File: src/rtl/axis_bram_pkg.sv
// Definitions shared by axis_bram and its command scheduler.
// Holds the default index width, the scheduler state encoding and the job status rule.
package axis_bram_pkg;

    localparam int AXIS_BRAM_AW = 7;

    typedef enum logic [2:0] {
        ST_IDLE,
        ST_RD_START,
        ST_RD_RUN,
        ST_WR_RUN,
        ST_DONE
    } sched_state_t;

    // A job is clean only when tlast and the length limit land on the same beat.
    function automatic logic tlast_mismatch(input logic tlast, input logic hit_len);
        return tlast ^ hit_len;
    endfunction

endpackage

File: src/rtl/axis_bram_sched.sv
// Single-job command scheduler for axis_bram: programs its control inputs, gates the
// upstream write stream, counts beats and reports each finished job with a status pulse.
module axis_bram_sched
    import axis_bram_pkg::*;
#(
    parameter int C_AXIS_BRAM_ADDR_WIDTH = AXIS_BRAM_AW
) (
    input  logic                              clk,
    input  logic                              reset_n,
    input  logic                              cmd_valid,
    output logic                              cmd_ready,
    input  logic                              cmd_write,
    input  logic [C_AXIS_BRAM_ADDR_WIDTH-1:0] cmd_index,
    input  logic [C_AXIS_BRAM_ADDR_WIDTH-1:0] cmd_length,
    output logic                              ctrl_axis_m_start,
    output logic [C_AXIS_BRAM_ADDR_WIDTH-1:0] ctrl_r_start_index,
    output logic [C_AXIS_BRAM_ADDR_WIDTH-1:0] ctrl_r_length,
    output logic [C_AXIS_BRAM_ADDR_WIDTH-1:0] ctrl_w_start_index,
    input  logic                              up_s_axis_tvalid,
    input  logic                              up_s_axis_tlast,
    output logic                              up_s_axis_tready,
    output logic                              s_axis_tvalid,
    input  logic                              s_axis_tready,
    input  logic                              m_axis_tvalid,
    input  logic                              m_axis_tready,
    input  logic                              m_axis_tlast,
    output logic                              busy,
    output logic                              done,
    output logic                              done_write,
    output logic [C_AXIS_BRAM_ADDR_WIDTH-1:0] done_beats,
    output logic                              done_err
);

    localparam int AW = C_AXIS_BRAM_ADDR_WIDTH;

    sched_state_t    state;
    logic            job_write;
    logic [AW-1:0]   job_len;
    logic [AW-1:0]   beat_cnt;
    logic [AW-1:0]   beat_cnt_inc;
    logic            beat;
    logic            beat_last;
    logic            beat_hit_len;
    logic            wr_gate;

    assign wr_gate          = (state == ST_WR_RUN);
    assign s_axis_tvalid    = wr_gate & up_s_axis_tvalid;
    assign up_s_axis_tready = wr_gate & s_axis_tready;
    assign busy             = (state != ST_IDLE);
    assign cmd_ready        = reset_n & (state == ST_IDLE);

    // Beat source follows the active job type; nothing counts outside the run states.
    always_comb begin
        beat      = 1'b0;
        beat_last = 1'b0;
        case (state)
            ST_RD_RUN: begin
                beat      = m_axis_tvalid & m_axis_tready;
                beat_last = m_axis_tlast;
            end
            ST_WR_RUN: begin
                beat      = up_s_axis_tvalid & s_axis_tready;
                beat_last = up_s_axis_tlast;
            end
            default: ;
        endcase
    end

    assign beat_cnt_inc = beat_cnt + AW'(1);
    assign beat_hit_len = (beat_cnt_inc == job_len);

    always_ff @(posedge clk or negedge reset_n) begin
        if (!reset_n) begin
            state              <= ST_IDLE;
            job_write          <= 1'b0;
            job_len            <= '0;
            beat_cnt           <= '0;
            ctrl_axis_m_start  <= 1'b0;
            ctrl_r_start_index <= '0;
            ctrl_r_length      <= '0;
            ctrl_w_start_index <= '0;
            done               <= 1'b0;
            done_write         <= 1'b0;
            done_beats         <= '0;
            done_err           <= 1'b0;
        end else begin
            ctrl_axis_m_start <= 1'b0;
            done              <= 1'b0;
            case (state)
                ST_IDLE: begin
                    if (cmd_valid) begin
                        job_write <= cmd_write;
                        job_len   <= cmd_length;
                        beat_cnt  <= '0;
                        if (cmd_write) begin
                            ctrl_w_start_index <= cmd_index;
                        end else begin
                            ctrl_r_start_index <= cmd_index;
                            ctrl_r_length      <= cmd_length;
                        end
                        // Zero-length jobs of either type take one quiet cycle in RD_START
                        // with no start pulse and the write gate shut.
                        if (cmd_length == '0) begin
                            state <= ST_RD_START;
                        end else if (cmd_write) begin
                            state <= ST_WR_RUN;
                        end else begin
                            state             <= ST_RD_START;
                            ctrl_axis_m_start <= 1'b1;
                        end
                    end
                end
                ST_RD_START: begin
                    if (job_len == '0) begin
                        state      <= ST_DONE;
                        done       <= 1'b1;
                        done_write <= job_write;
                        done_beats <= '0;
                        done_err   <= 1'b0;
                    end else begin
                        state <= ST_RD_RUN;
                    end
                end
                ST_RD_RUN, ST_WR_RUN: begin
                    if (beat) begin
                        beat_cnt <= beat_cnt_inc;
                        if (beat_last || beat_hit_len) begin
                            state      <= ST_DONE;
                            done       <= 1'b1;
                            done_write <= job_write;
                            done_beats <= beat_cnt_inc;
                            done_err   <= tlast_mismatch(beat_last, beat_hit_len);
                        end
                    end
                end
                ST_DONE: state <= ST_IDLE;
                default: state <= ST_IDLE;
            endcase
        end
    end

endmodule

File: config.mk
export PLATFORM = sky130hd
export DESIGN_NAME = axis_bram_sched
export DESIGN_NICKNAME = d
export VERILOG_FILES = /design/src/rtl/axis_bram_pkg.sv /design/src/rtl/axis_bram_sched.sv
export SDC_FILE = /design/constraint.sdc
export NUM_CORES = 1
export LEC_CHECK = 0
export ABC_AREA = 1
export BUFFER_PORTS_ARGS = -buffer_cell sky130_fd_sc_hd__buf_2
export CELL_PAD_IN_SITES_DETAIL_PLACEMENT = 0
export CELL_PAD_IN_SITES_GLOBAL_PLACEMENT = 1
export CORE_MARGIN = 2
export CORE_UTILIZATION = 38
export CTS_CLUSTER_SIZE = 30
export DETAILED_ROUTE_END_ITERATION = 12
export GPL_TIMING_DRIVEN = 0
export PLACE_DENSITY_LB_ADDON = 0.1
export SLEW_MARGIN = 30
export SYNTH_ARGS = -nofsm -noshare
export SYNTH_HDL_FRONTEND = slang
export SYNTH_SLANG_ARGS = --single-unit
File: constraint.sdc
create_clock -name clk -period 2.5 [get_ports clk]
set_input_delay 0.5 -clock clk [delete_from_list [all_inputs] [get_ports clk]]
set_output_delay 0.5 -clock clk [all_outputs]
set_load 0.05 [all_outputs]
==> flow_summary_export.csv, run 1 <==
group,metric,value,unit
routing,drc,0,
cells_and_area,fin_nets,397,
worst_setup_path,reg2reg_depth,14,
worst_setup_path,critPathCapture,"done_beats[2]",
global_routing,gr-usage-all-layers,0.1757,
power_and_ir_drop,vdd.ir_drop.worst,0.0006805,V
power_and_ir_drop,p_clk_frac,0.139,
worst_setup_path,worst_path_most_repeated_cell,"nand2_1",
place,port_buffers,58,
yosys,synthCells,306,
routing,viasPerCell,4.771,
sta,fin_crit_sh,0.8576,
worst_setup_path,path_class,"reg -> reg",
worst_setup_path,cp-startpoint,"beat_cnt[0]",
yosys,ys_seq_area_frac,0.5192,
power_and_ir_drop,seqPwrFrac,0.351,
routing,wire_per_inst,12.62,µm
routing,drt_iter0_markers,74,
place,dp.cells,441,
yosys,yosysWarnings,0,
worst_setup_path,cp_num_cells,14,
power_and_ir_drop,switching_power,1.843,mW
routing,routed_wl,5668,µm
sta,tightest_slew,0.6580,ns
cells_and_area,drive_above_1_share,0.2392,
worst_setup_path,worst-path-buf-inv,2,
sta,fin_skew,0.006287,ns
floorplan,start_util,0.3861,
outcome,outcome,"complete, no violations",
floorplan,num_io_pins,60,
worst_setup_path,startpoint_type,"register",
routing,vias,2142,
clock_tree,cts_buffer_depth,2,
yosys,synth_cell_type_count,29,
cells_and_area,fin_cells,449,
clock_tree,cts_root_buf,"clkbuf_8",
power_and_ir_drop,powerDensity,1255,nW/µm²
clock_tree,cts.sinks,50,
yosys,synthesis.nets,332,
worst_setup_path,path_delay_family,"simple AND/OR/NAND/NOR gates",
routing,firstDrtPassIters,4,
worst_setup_path,r2r_end,"done_beats[2]",
floorplan,die-area,6995,µm²
power_and_ir_drop,p_int,1.792,mW
yosys,ys_seq_elements,50,
clock_tree,clock_latency,0.30,ns
power_and_ir_drop,static-leakage-power,1.617,nW
clock_tree,cts_tree,"yes",
sta,setup_viol,0,
floorplan,die_h,83.64,µm
sta,fin_tns_setup,0,ns
global_routing,grt_pass1_wl,9942,µm
place,place_area,2799,µm²
clock_tree,cts_made_buffers,5,
power_and_ir_drop,combPwrFrac,0.510,
sta,hold_violations,0,
sta,hold_slack,0.1939,ns
floorplan,row_count,29,
place,post-place-ws,0.3213,ns
worst_setup_path,critical_path_required,2.70,ns
cells_and_area,diodes,0,
floorplan,die_w,83.64,µm
worst_setup_path,worstPathArrival,2.34,ns
sta,slew-limit-headroom,0.5613,
clock_tree,postCtsSetupBuffers,0,
global_routing,grt_max_degree,52,
sta,finalCriticalPeriod,2.144,ns
cells_and_area,final_area,2897,µm²
clock_tree,ctsResizeCount,0,
global_routing,grt_pass1_vias,2081,
cells_and_area,area_growth,20.20,%
clock_tree,cts.htree.levels,2,
sta,max_clock_freq,466.4,MHz
clock_tree,hold_buffers,0,
place,gp_congestion,0.8005,
worst_setup_path,cpMaxStageDelayCell,"dfrtp_1",
worst_setup_path,cp_slowest_stage_delay,0.44,ns
cells_and_area,final_cell_mix,"98 x nand2_1, 60 x buf_2, 50 x dfrtp_1",
clock_tree,clk_pin_slew,0.10,ns
sta,grt_setup_unrepaired,"no",
sta,maxSlewViolCount,0,
routing,ant_nets,0,
global_routing,gr-total-overflow,0,
cells_and_area,layout_commonest_cell,"nand2_1",
worst_setup_path,crit_chain,"ha_1 -> nand2_1 -> nor2_2 -> nand3_1 -> nand3_1 -> nand2_1 -> nor2_1 -> nand2_1 -> ha_1 -> inv_1 -> nand2_2 -> buf_6 -> nand3_1 -> nand2_1",
sta,layout_setup_ws,0.3560,ns
worst_setup_path,worst-path-max-fanout,10,
global_routing,antenna_found_initial,0,
worst_setup_path,regToRegStartpoint,"beat_cnt[0]",
floorplan,core-area,6241,µm²
worst_setup_path,rrSetupSlack,0.36,ns
yosys,syn_area_per_cell,7.875,µm²
job,max-cap-violations,0,
worst_setup_path,end_kind,"register",
yosys,synthesis.area,2410,µm²
place,dp_hpwl,4280,µm
hold_path,worstHoldPathType,"in -> async",
power_and_ir_drop,swShare,0.5070,
[power by group through the flow]
stage / clock network (mW) / registers [mW] / logic [mW]
2_1_floorplan: 0 / 1.97 / 0.732
3_3_place_gp: 0 / 1.29 / 1.86
3_5_place_dp: 0 / 1.29 / 1.88
4_1_cts: 0.525 / 1.28 / 1.88
5_1_grt: 0.558 / 1.32 / 2.04
6_report: 0.506 / 1.28 / 1.85
[how the worst min path moves through the flow]
stage | startpoint | end | cells after the start
final | reset_n | beat_cnt[6] | 1
after global routing | reset_n | beat_cnt[4] | 1
after CTS | reset_n | beat_cnt[4] | 1
after detailed placement | job_write | done_write | 2
after global placement | ctrl_w_start_index[6] | ctrl_w_start_index[6] | 2
after floorplan | reset_n | beat_cnt[0] | 0
[state kept, by name, summed over array words and instances, names as in the netlist, 3 cells and up]
signal,flops
ctrl_r_start_index,7
state,3
job_len,7
beat_cnt,7
ctrl_w_start_index,7
done_beats,7
ctrl_r_length,7
[cell type report]
class	instances	area [µm²]
Fill cell	675	3344
Sequential cell	50	1251
Multi-Input combinational cell	212	980.9
Timing Repair Buffer	58	292.8
Inverter	36	135.1
Tap cell	77	96.34
Clock buffer	7	86.33
Buffer	8	45.04
Clock inverter	1	8.758
[Yosys cell counts, drive strengths merged]
cell	n	area [µm²]
a21oi	11	55.05
a22oi	1	7.510
buf	6	37.53
clkbuf	2	7.510
dfrtp	50	1251
ha	2	25.02
inv	36	135.1
nand2	105	416.7
nand3	26	135.1
nand4	7	50.05
nor2	32	132.6
nor3	2	10.01
nor3b	1	7.510
o21ai	22	113.9
o21bai	1	7.510
xnor2	1	8.760
xor2	1	8.760
[cells by family after synthesis]
family | after synthesis | share of synthesized area
xor gates and xnor gates | 2 | 0.007270
buffers and inverters | 44 | 0.07477
and+or+nand+nor | 173 | 0.3120
adders and majority gates | 2 | 0.01038
DFF | 50 | 0.5192
AOI/OAI and AO/OA | 35 | 0.07633
[through the flow]
| step | power, mW | util |
|---|---|---|
| 2_1_floorplan | 2.702 | - |
| 3_3_place_gp | 3.146 | 0.4481 |
| 3_5_place_dp | 3.167 | 0.4485 |
| 4_1_cts | 3.683 | 0.4637 |
| 5_1_grt | 3.911 | 0.4641 |
| 6_report | 3.635 | 0.4641 |
[metal layers]
metal / routed length [µm] / vias to the layer above / global-route usage
met1: 2599 / 990 / 0.2316
li1: - / 1100 / -
met4: 91 / 0 / 0.05279
met3: 261 / 7 / 0.03956
met2: 2716 / 45 / 0.2902
met5: 0 / - / 0
Power figures use the tool's default switching activity.
==> run 2: changes to the inputs <==
CORE_UTILIZATION = 34   (was 38)
SLEW_MARGIN = 10   (was 30)
clock period = 1.8 ns   (was 2.5 ns; I/O delays follow)
==> run 2 against run 1 <==
Net effect: the run now ends with hold timing, setup timing left; sequential power is 41% higher; combinational power is 61% higher; register-to-register slack worse by 0.48 ns; largest cell class unchanged; core utilization is 1.3 points higher; hold slack worse by 0.20 ns; cell area is 13% higher; non-clock buffer count is 18 higher; critical endpoint is now done_beats[3]; clock power is 43% higher; highest routed layer unchanged.
==> flow_summary_export.csv, run 2 (synthesis results as in run 1) <==
group,metric,value,unit
worst_setup_path,cp_num_cells,15,
worst_setup_path,worst_path_most_repeated_cell,"nand2_1",
worst_setup_path,end_kind,"register",
sta,layout_setup_ws,-0.1221,ns
place,place_area,2840,µm²
clock_tree,cts_made_buffers,5,
floorplan,row_count,30,
cells_and_area,multi_input_area,1145,µm²
routing,drc,0,
routing,drt_iter0_markers,94,
worst_setup_path,r2r_end,"done_beats[3]",
place,post-place-ws,-0.4225,ns
sta,fin_skew,0.008267,ns
cells_and_area,layout_commonest_cell,"nand2_1",
place,port_buffers,58,
worst_setup_path,critical_path_required,2.01,ns
cells_and_area,final_area,3262,µm²
floorplan,core-area,6832,µm²
worst_setup_path,crit_chain,"ha_4 -> nand2_4 -> buf_4 -> nand3_2 -> nand2_1 -> nor2_1 -> nand2_1 -> nor2_1 -> nand2_1 -> ha_4 -> inv_2 -> nand2_4 -> buf_6 -> nand3_2 -> nand2_2",
sta,slew-limit-headroom,0.5520,
floorplan,die-area,7777,µm²
clock_tree,cts_tree,"yes",
global_routing,gr-total-overflow,0,
cells_and_area,seq_area,1255,µm²
sta,fin_crit_sh,1.068,
sta,hold_violations,9,
global_routing,antenna_found_initial,0,
place,gp_congestion,0.7682,
routing,viasPerCell,4.553,
worst_setup_path,startpoint_type,"register",
worst_setup_path,worstPathArrival,2.14,ns
clock_tree,clock_latency,0.32,ns
sta,maxSlewViolCount,0,
power_and_ir_drop,powerDensity,1686,nW/µm²
worst_setup_path,path_class,"reg -> reg",
clock_tree,clk_pin_slew,0.10,ns
power_and_ir_drop,vdd.ir_drop.worst,0.0008445,V
power_and_ir_drop,p_total,5.500,mW
sta,finalCriticalPeriod,1.922,ns
place,dp_hpwl,4428,µm
clock_tree,cts_buffer_depth,2,
global_routing,grt_max_degree,39,
power_and_ir_drop,static-leakage-power,1.747,nW
routing,vias,2213,
sta,tightest_slew,0.6698,ns
worst_setup_path,cpMaxStageDelayCell,"dfrtp_1",
clock_tree,cts.htree.levels,2,
outcome,violations,"hold timing, setup timing",
outcome,outcome,"finished with violations",
worst_setup_path,rrSetupSlack,-0.12,ns
routing,ant_nets,0,
routing,firstDrtPassIters,4,
sta,grt_setup_unrepaired,"yes",
cells_and_area,fin_nets,415,
place,dp.cells,460,
cells_and_area,nFillCells,717,
cells_and_area,drive_above_1_share,0.3615,
global_routing,grt_pass1_vias,2199,
global_routing,grt_pass1_wl,10480,µm
worst_setup_path,regToRegStartpoint,"beat_cnt[1]",
floorplan,die_w,88.19,µm
worst_setup_path,worst-path-max-fanout,5,
clock_tree,cts_root_buf,"clkbuf_8",
worst_setup_path,path_delay_family,"simple AND/OR/NAND/NOR gates",
cells_and_area,area_growth,35.36,%
worst_setup_path,worst-path-buf-inv,3,
floorplan,start_util,0.3527,
worst_setup_path,cp-startpoint,"beat_cnt[1]",
sta,hold_slack,-0.007451,ns
sta,setup_viol,12,
sta,max_clock_freq,520.3,MHz
routing,routed_wl,6374,µm
cells_and_area,diodes,0,
floorplan,num_io_pins,60,
cells_and_area,fin_cells,486,
worst_setup_path,reg2reg_depth,15,
worst_setup_path,critPathCapture,"done_beats[3]",
routing,wire_per_inst,13.12,µm
hold_path,worstHoldPathType,"in -> async",
global_routing,gr-usage-all-layers,0.1752,
job,max-cap-violations,0,
worst_setup_path,cp_slowest_stage_delay,0.43,ns
clock_tree,cts.sinks,50,
cells_and_area,final_cell_mix,"90 x nand2_1, 57 x buf_2, 47 x dfrtp_1",
floorplan,die_h,88.19,µm
-- run 2: area by class of cell --
cell class | count | area share
clock buffers | 5 | 0.02110
repair buffers | 76 | 0.1415
clock inverters | 3 | 0.008822
inverters | 36 | 0.04219
plain buffers | 8 | 0.01381
flip-flops and latches | 50 | 0.3847
well taps | 96 | 0.03682
multi-input cells | 212 | 0.3510
-- run 2: routing by layer --
metal	GRT usage	share of wire
met1	0.2269	0.46
met4	0.04132	0.0094
met2	0.2973	0.49
met5	0	0
met3	0.04147	0.041
-- run 2: stage by stage --
stage	util	TNS (ns)
after floorplan	-	-0.0003342
after global placement	0.4158	-3.287
after detailed placement	0.4158	-3.589
after CTS	0.4623	-0.9901
after global routing	0.4775	-2.555
final	0.4775	-1.190
-- run 2: how the worst min path moves through the flow --
stage,from,endpoint,slack (ns)
floorplan,reset_n,beat_cnt[0],0.06
global placement,ctrl_w_start_index[6],ctrl_w_start_index[6],0.47
detailed placement,job_write,job_write,0.47
CTS,reset_n,ctrl_r_length[0],0.009
global route,reset_n,job_len[0],0.01
finish,reset_n,beat_cnt[6],-0.007
-- run 2: what timing repair did --
| item | in CTS | in global routing |
|---|---|---|
| cloned | 1 | 0 |
| pin swaps | 17 | 16 |
| hold buffers | 2 | 0 |
| setup endpoints to repair | 16 | 15 |
| endpoints found under the hold margin | 12 | 0 |
| setup buffers | 12 | 3 |
| gates resized for setup | 28 | 22 |
-- run 2: power by group --
group	switching, mW	internal (mW)
clock	0.437	0.289
combinational	2.07	0.899
sequential	0.272	1.53
